[src/rtl/net_router_output_pkt_arb.sv]
// Output-port arbiter: round-robin among input queues with the grant held for a
// whole head-to-tail packet, gated by downstream ready or an internal credit count.
module net_router_output_pkt_arb #(
    parameter int unsigned p_num_reqs  = 3,
    parameter int unsigned p_sel_nbits = $clog2(p_num_reqs),
    parameter int unsigned p_credit_en = 0,
    parameter int unsigned p_credits   = 4
) (
    input  logic                               clk,
    input  logic                               reset,
    input  logic [p_num_reqs-1:0]              reqs,
    input  logic [p_num_reqs-1:0]              tails,
    output logic [p_num_reqs-1:0]              grants,
    output logic                               out_val,
    input  logic                               out_rdy,
    input  logic                               credit_return,
    output logic [p_sel_nbits-1:0]             xbar_sel,
    output logic                               locked,
    output logic [$clog2(p_credits+1)-1:0]     credits
);

    localparam int unsigned LP_CW = $clog2(p_credits + 1);

    typedef enum logic {
        ST_IDLE,
        ST_LOCKED
    } state_t;

    state_t                 r_state;
    state_t                 w_state_nxt;
    logic [p_sel_nbits-1:0] r_owner;
    logic [p_sel_nbits-1:0] r_ptr;
    logic [p_sel_nbits-1:0] w_owner_nxt;
    logic [p_sel_nbits-1:0] w_ptr_nxt;
    logic [p_sel_nbits-1:0] w_winner;
    logic [p_sel_nbits-1:0] w_sel;
    logic                   w_any;
    logic                   w_can_send;
    logic                   w_xfer;
    logic [LP_CW-1:0]       r_credits;

    function automatic logic [p_sel_nbits-1:0] f_inc(input logic [p_sel_nbits-1:0] v);
        return (32'(v) == p_num_reqs - 1) ? '0 : v + p_sel_nbits'(1);
    endfunction

    // First requester at or above the priority pointer, wrapping modulo N.
    always_comb begin : p_search
        int unsigned v_idx;
        w_any    = 1'b0;
        w_winner = '0;
        v_idx    = 0;
        for (int unsigned i = 0; i < p_num_reqs; i++) begin
            v_idx = (32'(r_ptr) + i) % p_num_reqs;
            if (!w_any && reqs[v_idx]) begin
                w_any    = 1'b1;
                w_winner = p_sel_nbits'(v_idx);
            end
        end
    end

    assign w_can_send = (p_credit_en != 0) ? (r_credits != '0) : out_rdy;

    always_comb begin
        w_state_nxt = r_state;
        w_owner_nxt = r_owner;
        w_ptr_nxt   = r_ptr;
        w_sel       = w_winner;
        w_xfer      = 1'b0;
        unique case (r_state)
            ST_IDLE: begin
                if (w_any && w_can_send) begin
                    w_xfer = 1'b1;
                    if (tails[w_winner]) begin
                        w_ptr_nxt = f_inc(w_winner);
                    end else begin
                        w_state_nxt = ST_LOCKED;
                        w_owner_nxt = w_winner;
                    end
                end
            end
            ST_LOCKED: begin
                w_sel = r_owner;
                if (reqs[r_owner] && w_can_send) begin
                    w_xfer = 1'b1;
                    if (tails[r_owner]) begin
                        w_state_nxt = ST_IDLE;
                        w_ptr_nxt   = f_inc(r_owner);
                    end
                end
            end
            default: begin
                w_state_nxt = ST_IDLE;
            end
        endcase
    end

    // Combinational outputs are forced quiet while reset is held.
    assign grants   = (reset && w_xfer) ? (p_num_reqs'(1) << w_sel) : '0;
    assign out_val  = |grants;
    assign xbar_sel = reset ? w_sel : '0;
    assign locked   = (r_state == ST_LOCKED);
    assign credits  = r_credits;

    always_ff @(posedge clk or negedge reset) begin
        if (!reset) begin
            r_state <= ST_IDLE;
            r_owner <= '0;
            r_ptr   <= '0;
        end else begin
            r_state <= w_state_nxt;
            r_owner <= w_owner_nxt;
            r_ptr   <= w_ptr_nxt;
        end
    end

    // Send and return in the same cycle cancel; a return at full count is dropped.
    always_ff @(posedge clk or negedge reset) begin
        if (!reset) begin
            r_credits <= (p_credit_en != 0) ? LP_CW'(p_credits) : '0;
        end else if (p_credit_en != 0) begin
            if (w_xfer && !credit_return) begin
                r_credits <= r_credits - LP_CW'(1);
            end else if (!w_xfer && credit_return && (r_credits != LP_CW'(p_credits))) begin
                r_credits <= r_credits + LP_CW'(1);
            end
        end
    end

endmodule

[config.mk]
export PLATFORM = sky130hd
export DESIGN_NAME = net_router_output_pkt_arb
export DESIGN_NICKNAME = d
export VERILOG_FILES = /design/src/rtl/net_router_output_pkt_arb.sv
export SDC_FILE = /design/constraint.sdc
export NUM_CORES = 1
export LEC_CHECK = 0
export BUFFER_PORTS_ARGS = -buffer_cell sky130_fd_sc_hd__buf_4
export CAP_MARGIN = 5
export CORE_MARGIN = 5
export CORE_UTILIZATION = 54
export DETAILED_ROUTE_END_ITERATION = 12
export PLACE_DENSITY = 0.82
export RECOVER_POWER = 50
export SKIP_CTS_REPAIR_TIMING = 1
export SLEW_MARGIN = 20
export SYNTH_ARGS = -nofsm -noshare
export SYNTH_HDL_FRONTEND = slang
export SYNTH_SLANG_ARGS = --single-unit
[constraint.sdc]
create_clock -name clk -period 6.98 [get_ports clk]
set_input_delay 1.745 -clock clk [delete_from_list [all_inputs] [get_ports clk]]
set_output_delay 1.745 -clock clk [all_outputs]
set_load 0.01 [all_outputs]
# --- Word level (Yosys, flattened, before mapping) ---
# Index checks and enable logic that the tools add are counted.
op_classes:
  shift: 1
  reduce_logical: 10
  magnitude_cmp: 5
  addsub: 4
  bitwise_logic: 2
  eq_ne: 6
  n_div: 3
  mux: 36
ops:
  columns: ["operator", "count"]
  rows:
  - ["$lt 32x3->1 const B", 3]
  - ["$mod 32x2->32 const B", 2]
  - ["$mod 2x2->32 const B", 1]
  - ["$mux 2", 11]
  - ["$mux 1", 15]
  - ["$bmux 1 s2", 6]
  - ["$lt 2x3->1 const B", 2]
  - ["$logic_and 1x1->1", 5]
  - ["$add 2x1->2 const B", 2]
  - ["$eq 2x2->1 const B", 2]
  - ["$ne 2x1->1 const B", 2]
  - ["$ne 2x2->1 const B", 2]
  - ["$pmux 1 s2", 2]
  - ["$pmux 2 s2", 1]
  - ["$reduce_and 4->1", 1]
  - ["$add 2x1->3 const B", 1]
  - ["$add 2x2->3 const B", 1]
  - ["$mux 3", 1]
  - ["$reduce_and 3->1", 1]
  - ["$reduce_or 3->1", 1]
  - ["$shl 1x2->3 const A", 1]
  - ["$logic_not 1->1", 2]
  - ["$not 1->1", 2]
totals:
  regBits: 5
  wordCells: 70
  in_bits: 10

# --- Logic depth before layout (Yosys ltp) ---
# Gate-level depths: netlist of the first run.
logic_depth:
  word_depth: 16
  mapped_depth: 10

# --- Least setup slack after synthesis of the first run ---
# No wires, ideal clock.
synth_path:
  path_kind: "input to output"
  start: "in reqs[0]"
  end: "out grants[2]"
  arrival_ns: 3.013
  slack_ns: 2.222
  cell_stages: 7
  required_time_ns: 5.235
  path_cell_list: "mux2_4 mux2i_4 a32o_1 nand2b_1 and2_1 nand3_1 nor2_1"
synth_via:
  elab_chain_cells: 14
synth_rtl:
  columns: ["element", "line_no", "rtl"]
  rows:
  - ["start: declaration", "11", "input logic [p_num_reqs-1:0] reqs,"]
  - ["$bmux 1 s2", "54", "if (!w_any && reqs[v_idx]) begin"]
  - ["$mux 1 (implied by the code)", "54", null]
  - ["$mux 1", "54", null]
  - ["$logic_not 1->1", "54", null]
  - ["$logic_and 1x1->1", "54", null]
  - ["$mux 1", "54", null]
  - ["$logic_not 1->1", "54", null]
  - ["$logic_and 1x1->1", "54", null]
  - ["$mux 1", "54", null]
  - ["$logic_and 1x1->1", "71", "if (w_any && w_can_send) begin"]
  - ["$mux 1", "71", null]
  - ["$pmux 1 s2", "69", "unique case (r_state)"]
  - ["$logic_and 1x1->1", "98", "assign grants = (reset && w_xfer) ? (p_num_reqs'(1) << w_sel) : '0;"]
  - ["$mux 3 *", "98", null]
  - ["end: declaration", "13", "output logic [p_num_reqs-1:0] grants,"]
# Mark *: on every way between the ends. The rest lies on a longest branch, timed or not. The select of a mux whose other input is x is not followed.

# --- Worst setup path in the final report of the first run ---
layout_path:
  start: "in reqs[1]"
  end: "out grants[2]"
# The elaborated chain is that of the path after synthesis.

==> results of run 1 <==
area by class of cell:
type	count	area, um2	area share [%]
multi-input cells	77	519	64.1
flip-flops and latches	5	125	15.5
repair buffers	15	105	13.0
clock buffers	4	26.3	3.25
well taps	15	18.8	2.32
inverters	4	15.0	1.85
cells by family after synthesis:
group	count (synthesis)	share of synthesized area, %
multiplexers	9	16.7
other	1	0.526
buffers and inverters	10	8.95
adder cells (fa/ha/maj)	4	7.02
AND/OR/NAND/NOR	34	24.2
flip-flops	5	17.5
AO/OA/AOI/OAI	27	25.1
worst max-delay path, delay by kind of cell:
kind                   cells  cell delay [ns]
buffers and inverters      2             0.27
AO/OA/AOI/OAI              1             0.32
AND/OR/NAND/NOR            4             0.58
multiplexers               2             0.62
power by group through the flow:
stage               combinational [mW]  clock (mW)  sequential [mW]
detailed placement               0.314           0           0.0647
CTS                              0.315      0.0329           0.0644
finish                           0.306      0.0315           0.0650
global route                     0.337      0.0361           0.0670
floorplan                        0.269           0           0.0570
global placement                 0.306           0           0.0636
worst max-delay path by stage:
stage	startpoint	to	cells after the start
6_report	reqs[1]	grants[2]	9
5_1_grt	reqs[1]	grants[2]	9
4_1_cts	reqs[1]	grants[2]	9
3_5_place_dp	reqs[1]	grants[2]	9
3_3_place_gp	reqs[1]	grants[2]	9
2_1_floorplan	reqs[0]	grants[2]	7
cell usage after synthesis, types with 2 or more instances:
library cell | instances | area share [%]
and2_1 | 2 | 1.8
a2bb2oi_1 | 2 | 2.5
mux2i_1 | 4 | 5.6
buf_6 | 2 | 3.2
o21ai_0 | 9 | 6.3
mux2_4 | 3 | 6.3
nand2b_1 | 5 | 4.4
nor2b_1 | 4 | 3.5
inv_1 | 4 | 2.1
o21ai_1 | 2 | 1.4
nand2_1 | 9 | 4.7
nor2_1 | 6 | 3.2
and3_1 | 2 | 1.8
buf_4 | 3 | 3.2
dfrtp_1 | 5 | 18
a21oi_1 | 4 | 2.8
nand3b_1 | 2 | 2.1
a22o_1 | 2 | 2.5
o22ai_1 | 2 | 1.8
ha_1 | 4 | 7.0
nand3_1 | 4 | 2.8
routing by layer:
layer,share of wire [%],track usage [%]
met1,46,19.5
met2,49,24.7
met3,4.8,2.73
met4,0,5.68
met5,0,0
metrics by stage:
step,hold WS (ns),area [um2],power [mW]
after floorplan,0.517,721,0.326
after global routing,0.606,810,0.440
final,0.563,810,0.402
after global placement,0.548,803,0.369
after detailed placement,0.561,803,0.379
after CTS,0.570,830,0.412
registers in the layout (all words and copies together) (netlist names):
register and count:
locked 1, r_ptr 2, r_owner 2
==> impl_metrics.env, run 1 <==
export IMPL_dp_hpwl_mm=1.23
export IMPL_drc_errors=0
export IMPL_ys_flop_type="dfrtp_1"
export IMPL_min_from="r_ptr[1]"
export IMPL_num_vias=689
export IMPL_swShare_pct=47.8
export IMPL_cts_htree_levels=1
export IMPL_grt_pass1_wl_mm=2.41
export IMPL_row_count=13
export IMPL_status="complete, no violations"
export IMPL_layout_commonest_cell="buf_4"
export IMPL_worstReg2RegEnd="r_owner[0]"
export IMPL_design_die_area_um2=2150
export IMPL_combPwrFrac_pct=76.0
export IMPL_seq_area_frac_synth_pct=17.5
export IMPL_antenna_diode_count=0
export IMPL_cts_max_path_buffers=2
export IMPL_clkPwrFrac_pct=7.8
export IMPL_rr_startpoint="r_ptr[1]"
export IMPL_pin_count=20
export IMPL_rsz0062_at_grt="false"
export IMPL_irDropWorstVdd_mv=0.304
export IMPL_grt_usage_pct=15.1
export IMPL_fillCellCount=113
export IMPL_synth_edf_count=0
export IMPL_finalSetupViolCount=0
export IMPL_internal_power_mw=0.210
export IMPL_max_freq_mhz=189
export IMPL_yosysUniqueCellTypes=31
export IMPL_syn2layout_area_growth_pct=13.5
export IMPL_worstHoldPathType="reg -> reg"
export IMPL_startpoint_type="input pin"
export IMPL_avgSynthCellArea_um2=7.92
export IMPL_routed_wl_mm=1.51
export IMPL_async_flop_share_pct=100
export IMPL_setup_worst_path_class="in -> out"
export IMPL_cp_slowest_stage_delay_ns=0.36
export IMPL_setup_ws_ns=1.70
export IMPL_vias_per_cell=5.74
export IMPL_dpl_worst_slack_ns=1.89
export IMPL_die_w_um=46.3
export IMPL_grt_max_degree=11
export IMPL_drt_pass1_iterations=4
export IMPL_synth_warnings=3
export IMPL_fin_util_pct=63.8
export IMPL_cts_root_buf="clkbuf_4"
export IMPL_syn_instance_count=90
export IMPL_fin_cells=120
export IMPL_worst_r2r_cell_count=9
export IMPL_antenna_found_initial=0
export IMPL_drive_above_1_share_pct=20.0
export IMPL_clk_latency_ns=0.23
export IMPL_max_cap_violations=0
export IMPL_grt_ovfl_total=0
export IMPL_gp_congestion=0.839
export IMPL_numPortBuffers=15
export IMPL_cts_tree="yes"
export IMPL_cp_common_cell="buf_4"
export IMPL_r2r_slack_ns=4.04
export IMPL_netlist_area_um2=713
export IMPL_cts_buffers=3
export IMPL_dieHeight_um=46.3
export IMPL_p_leak_nw=0.392
export IMPL_min_path_cells=1
export IMPL_switchingPower_mw=0.192
export IMPL_cp_data_required_time_ns=5.24
export IMPL_placed_cells=116
export IMPL_seqPwrFrac_pct=16.2
export IMPL_maxSlewViolCount=0
export IMPL_hold_viol=0
export IMPL_skew_ns=0.000216
export IMPL_wl_per_cell_um=12.6
export IMPL_drt_first_iter_violations=27
export IMPL_tightest_slew_ns=0.600
export IMPL_period_needed_ns=5.28
export IMPL_cts_sinks=5
export IMPL_cp_cell_sequence="buf_4 -> mux2_4 -> mux2i_1 -> a32o_1 -> nand2b_1 -> and2_1 -> nand3_1 -> nor2_1 -> buf_4"
export IMPL_tns_ns=0
export IMPL_powerDensity_nw_per_um2=497
export IMPL_initial_core_util_pct=56.2
export IMPL_cp_end_kind="output pin"
export IMPL_first_global_vias=610
export IMPL_hold_end="r_ptr[1]"
export IMPL_arrival_ns=3.53
export IMPL_final_cell_mix="buf_4, o21ai_0, nand2_1"
export IMPL_nets=120
export IMPL_ant_nets=0
export IMPL_core_um2=1270
export IMPL_clkTransAtPathRegs_ns=0.04
export IMPL_slowest_stage="mux2i_1"
export IMPL_synth_seq_cells=5
export IMPL_max_slew_margin_pct=59.6
export IMPL_path_max_fanout=7
export IMPL_fin_crit_sh_pct=75.6
No activity file was read; power rests on OpenSTA's default activity.
==> run 2: changes to the inputs <==
- CORE_UTILIZATION: 54 -> 50
- PLACE_DENSITY: 0.82 -> 0.77
- clock period: 6.98 -> 5 ns (I/O delays scaled with it)
==> impl_metrics.env, run 2 (same netlist as run 1, synthesis figures left out) <==
export IMPL_maxSlewViolCount=0
export IMPL_worstHoldPathType="reg -> reg"
export IMPL_rsz0062_at_grt="false"
export IMPL_gp_congestion=0.851
export IMPL_drt_first_iter_violations=14
export IMPL_ant_nets=0
export IMPL_cp_end_kind="output pin"
export IMPL_crit_buf_inv=2
export IMPL_drt_pass1_iterations=4
export IMPL_cts_root_buf="clkbuf_4"
export IMPL_grt_ovfl_total=0
export IMPL_max_slew_margin_pct=62.3
export IMPL_cp_cell_sequence="buf_4 -> mux2_4 -> mux2i_1 -> a32o_1 -> nand2b_1 -> and2_1 -> nand3_1 -> nor2_1 -> buf_4"
export IMPL_core_um2=1320
export IMPL_tightest_slew_ns=0.559
export IMPL_multi_input_area_um2=519
export IMPL_drc_errors=0
export IMPL_cts_buffers=3
export IMPL_max_cap_violations=0
export IMPL_design_area_um2=811
export IMPL_powerDensity_nw_per_um2=696
export IMPL_p_leak_nw=0.395
export IMPL_regArea_um2=125
export IMPL_clk_latency_ns=0.24
export IMPL_first_global_vias=617
export IMPL_die_w_um=47.8
export IMPL_numPortBuffers=15
export IMPL_cp_common_cell="buf_4"
export IMPL_layout_commonest_cell="buf_4"
export IMPL_dp_hpwl_mm=1.29
export IMPL_cts_max_path_buffers=2
export IMPL_nets=120
export IMPL_max_freq_mhz=230
export IMPL_clkTransAtPathRegs_ns=0.04
export IMPL_startpoint_type="input pin"
export IMPL_setup_worst_path_class="in -> out"
export IMPL_cts_sinks=5
export IMPL_pin_count=20
export IMPL_grt_usage_pct=15.4
export IMPL_dieHeight_um=47.8
export IMPL_initial_core_util_pct=54.1
export IMPL_slowest_stage="mux2i_1"
export IMPL_cp_slowest_stage_delay_ns=0.38
export IMPL_period_needed_ns=4.34
export IMPL_cp_data_required_time_ns=3.75
export IMPL_cp_top_family="multiplexers"
export IMPL_syn2layout_area_growth_pct=13.7
export IMPL_grt_max_degree=11
export IMPL_cts_htree_levels=1
export IMPL_grt_pass1_wl_mm=2.47
export IMPL_finalSetupViolCount=0
export IMPL_antenna_diode_count=0
export IMPL_placed_cell_area_um2=803
export IMPL_final_cell_mix="buf_4, o21ai_0, nand2_1"
export IMPL_num_vias=682
export IMPL_hold_viol=0
export IMPL_vias_per_cell=5.68
export IMPL_irDropWorstVdd_mv=0.397
export IMPL_row_count=13
export IMPL_routed_wl_mm=1.55
export IMPL_drive_above_1_share_pct=21.0
export IMPL_status="complete, no violations"
export IMPL_wl_per_cell_um=13.0
export IMPL_fillCellCount=128
export IMPL_skew_ns=0.00246
export IMPL_design_die_area_um2=2280
export IMPL_tns_ns=0
export IMPL_path_max_fanout=7
export IMPL_fin_crit_sh_pct=86.8
export IMPL_antenna_found_initial=0
export IMPL_cts_tree="yes"
export IMPL_arrival_ns=3.09
## run 2: cell types whose count changed in the layout (fill, tap and decap cells not counted), sizes merged
cell	before	now
clkbuf	6	5
clkinv	0	1
## run 2: stage by stage
step	hold slack, ns	setup slack, ns	power [mW]	instances	utilization [%]
final	0.562	0.658	0.565	120	61.5
after global routing	0.599	0.509	0.615	120	61.5
after CTS	0.566	0.878	0.579	120	63.1
after detailed placement	0.555	0.887	0.529	116	61.0
after global placement	0.549	0.909	0.520	116	61.0
after floorplan	0.517	1.23	0.455	92	-
## run 2: cell type report
class	count	share of cell area, %
inverters	4	1.85
well taps	15	2.31
clock buffers	3	2.78
clock inverters	1	0.617
repair buffers	15	13.0
multi-input cells	77	64.0
flip-flops and latches	5	15.4
## run 2: final timing paths
check	startpoint	endpoint	slack [ns]	cells after the start
min in group asynchronous	reset	r_owner[0]	0.90	1
worst min register to register	r_ptr[1]	r_ptr[1]	0.56	1
max in group asynchronous	reset	r_owner[1]	3.82	1
worst max-delay path	reqs[1]	grants[2]	0.66	9
worst min-delay path	r_ptr[1]	r_ptr[1]	0.56	1
worst max register to register	r_ptr[1]	r_owner[0]	2.04	9
## run 2: layer usage
metal | global-route usage, % | wire length [um] | vias to the layer above
li1 | - | - | 346
met4 | 8.60 | 0 | 0
met1 | 20.4 | 730 | 322
met2 | 23.7 | 772 | 14
met5 | 0 | 0 | -
met3 | 2.26 | 52 | 0
## run 2: power breakdown
group	total [mW]	switching, mW	leakage (nW)	internal (mW)
combinational	0.427	0.225	0.318	0.202
sequential	0.0918	0.0304	0.0594	0.0614
clock	0.0454	0.0165	0.0177	0.0289
total	0.565	0.272	0.395	0.292
==> run 3: changes to the inputs <==
- CTS_BUF_LIST: unset -> sky130_fd_sc_hd__clkbuf_8 sky130_fd_sc_hd__clkbuf_16
- clock period: 5 -> 4.4 ns (I/O delays scaled with it)
==> impl_metrics.env, run 3 (same netlist as run 1, synthesis figures left out) <==
export IMPL_rsz0062_at_grt="false"
export IMPL_cts_tree="yes"
export IMPL_min_path_cells=1
export IMPL_vias_per_cell=5.69
export IMPL_worstHoldPathType="reg -> reg"
export IMPL_worst_r2r_cell_count=9
export IMPL_design_die_area_um2=2280
export IMPL_tightest_slew_ns=0.626
export IMPL_worstReg2RegEnd="r_owner[0]"
export IMPL_finalSetupViolCount=0
export IMPL_drc_errors=0
export IMPL_cts_buffers=3
export IMPL_cp_end_kind="output pin"
export IMPL_nets=120
export IMPL_numPortBuffers=15
export IMPL_seqPwrFrac_pct=15.4
export IMPL_syn2layout_area_growth_pct=16.3
export IMPL_initial_core_util_pct=54.1
export IMPL_max_freq_mhz=248
export IMPL_combPwrFrac_pct=72.2
export IMPL_p_leak_nw=0.403
export IMPL_period_needed_ns=4.03
export IMPL_hold_end="r_ptr[1]"
export IMPL_antenna_found_initial=0
export IMPL_die_w_um=47.8
export IMPL_dieHeight_um=47.8
export IMPL_swShare_pct=46.4
export IMPL_internal_power_mw=0.360
export IMPL_clk_latency_ns=0.22
export IMPL_crit_path_start="reqs[1]"
export IMPL_switchingPower_mw=0.312
export IMPL_antenna_diode_count=0
export IMPL_drt_first_iter_violations=14
export IMPL_ant_nets=0
export IMPL_max_slew_margin_pct=57.8
export IMPL_final_cell_mix="buf_4, o21ai_0, nand2_1"
export IMPL_max_cap_violations=0
export IMPL_maxSlewViolCount=0
export IMPL_fin_util_pct=63.0
export IMPL_path_max_fanout=7
export IMPL_row_count=13
export IMPL_grt_usage_pct=15.5
export IMPL_cts_root_buf="clkbuf_8"
export IMPL_clkTransAtPathRegs_ns=0.04
export IMPL_grt_pass1_wl_mm=2.53
export IMPL_clkPwrFrac_pct=12.5
export IMPL_cts_sinks=5
export IMPL_gp_congestion=0.851
export IMPL_grt_ovfl_total=0
export IMPL_setup_worst_path_class="in -> out"
export IMPL_drt_pass1_iterations=4
export IMPL_num_vias=683
export IMPL_cts_max_path_buffers=2
export IMPL_cp_data_required_time_ns=3.30
export IMPL_status="complete, no violations"
export IMPL_skew_ns=0.000870
export IMPL_pin_count=20
export IMPL_startpoint_type="input pin"
export IMPL_core_um2=1320
export IMPL_cts_htree_levels=1
export IMPL_dp_hpwl_mm=1.29
export IMPL_grt_max_degree=11
export IMPL_wl_per_cell_um=13.0
export IMPL_fillCellCount=134
export IMPL_irDropWorstVdd_mv=0.489
export IMPL_routed_wl_mm=1.56
export IMPL_drive_above_1_share_pct=21.0
export IMPL_tns_ns=0
export IMPL_powerDensity_nw_per_um2=810
export IMPL_rr_startpoint="r_ptr[1]"
export IMPL_arrival_ns=2.93
export IMPL_r2r_slack_ns=1.45
export IMPL_hold_viol=0
export IMPL_min_from="r_ptr[1]"
export IMPL_layout_commonest_cell="buf_4"
export IMPL_first_global_vias=614
export IMPL_fin_crit_sh_pct=91.6
[run 3: cell counts in the layout (fill, tap and decap cells not counted)]
Identical to the previous run, type by type.
[run 3: final cells by class]
type | instances | area (um2) | share of cell area, %
inverter | 4 | 15.0 | 1.81
tap | 15 | 18.8 | 2.26
multi-input combinational | 77 | 519 | 62.6
sequential | 5 | 125 | 15.1
timing repair buffer | 15 | 105 | 12.7
clock buffer | 3 | 41.3 | 4.98
clock inverter | 1 | 5.00 | 0.603
[run 3: routing by layer]
layer	up-vias	share of wire [%]	track usage (%)
li1	348	-	-
met3	2	3.6	2.26
met2	16	50	24.3
met4	0	0.96	8.06
met1	317	46	20.4
met5	-	0	0
[run 3: worst max path at each step]
stage | endpoint | slack, ns | cells past startpoint
finish | grants[2] | 0.37 | 9
global route | grants[2] | 0.20 | 9
CTS | grants[1] | 0.54 | 9
detailed placement | grants[1] | 0.55 | 8
global placement | grants[2] | 0.61 | 9
floorplan | grants[2] | 0.93 | 7
[run 3: worst max-delay path, stage by stage]
cell and delay (ns):
buf_4 0.14, mux2_4 0.26, mux2i_1 0.38, a32o_1 0.36
nand2b_1 0.22, and2_1 0.17, nand3_1 0.07, nor2_1 0.11
buf_4 0.13
[run 3: stage by stage]
step / std cells / setup slack (ns) / hold slack (ns) / cell area [um2] / power [mW]
finish: 120 / 0.368 / 0.560 / 830 / 0.672
global route: 120 / 0.203 / 0.596 / 830 / 0.733
CTS: 120 / 0.538 / 0.563 / 850 / 0.690
detailed placement: 116 / 0.551 / 0.555 / 803 / 0.602
global placement: 116 / 0.609 / 0.549 / 803 / 0.591
floorplan: 92 / 0.932 / 0.517 / 721 / 0.517
[run 3: power groups by stage]
stage	clock network (mW)	logic [mW]	registers (mW)
floorplan	0	0.426	0.0904
global placement	0	0.488	0.103
detailed placement	0	0.499	0.103
CTS	0.0857	0.502	0.102
global route	0.0922	0.534	0.106
finish	0.0837	0.485	0.103
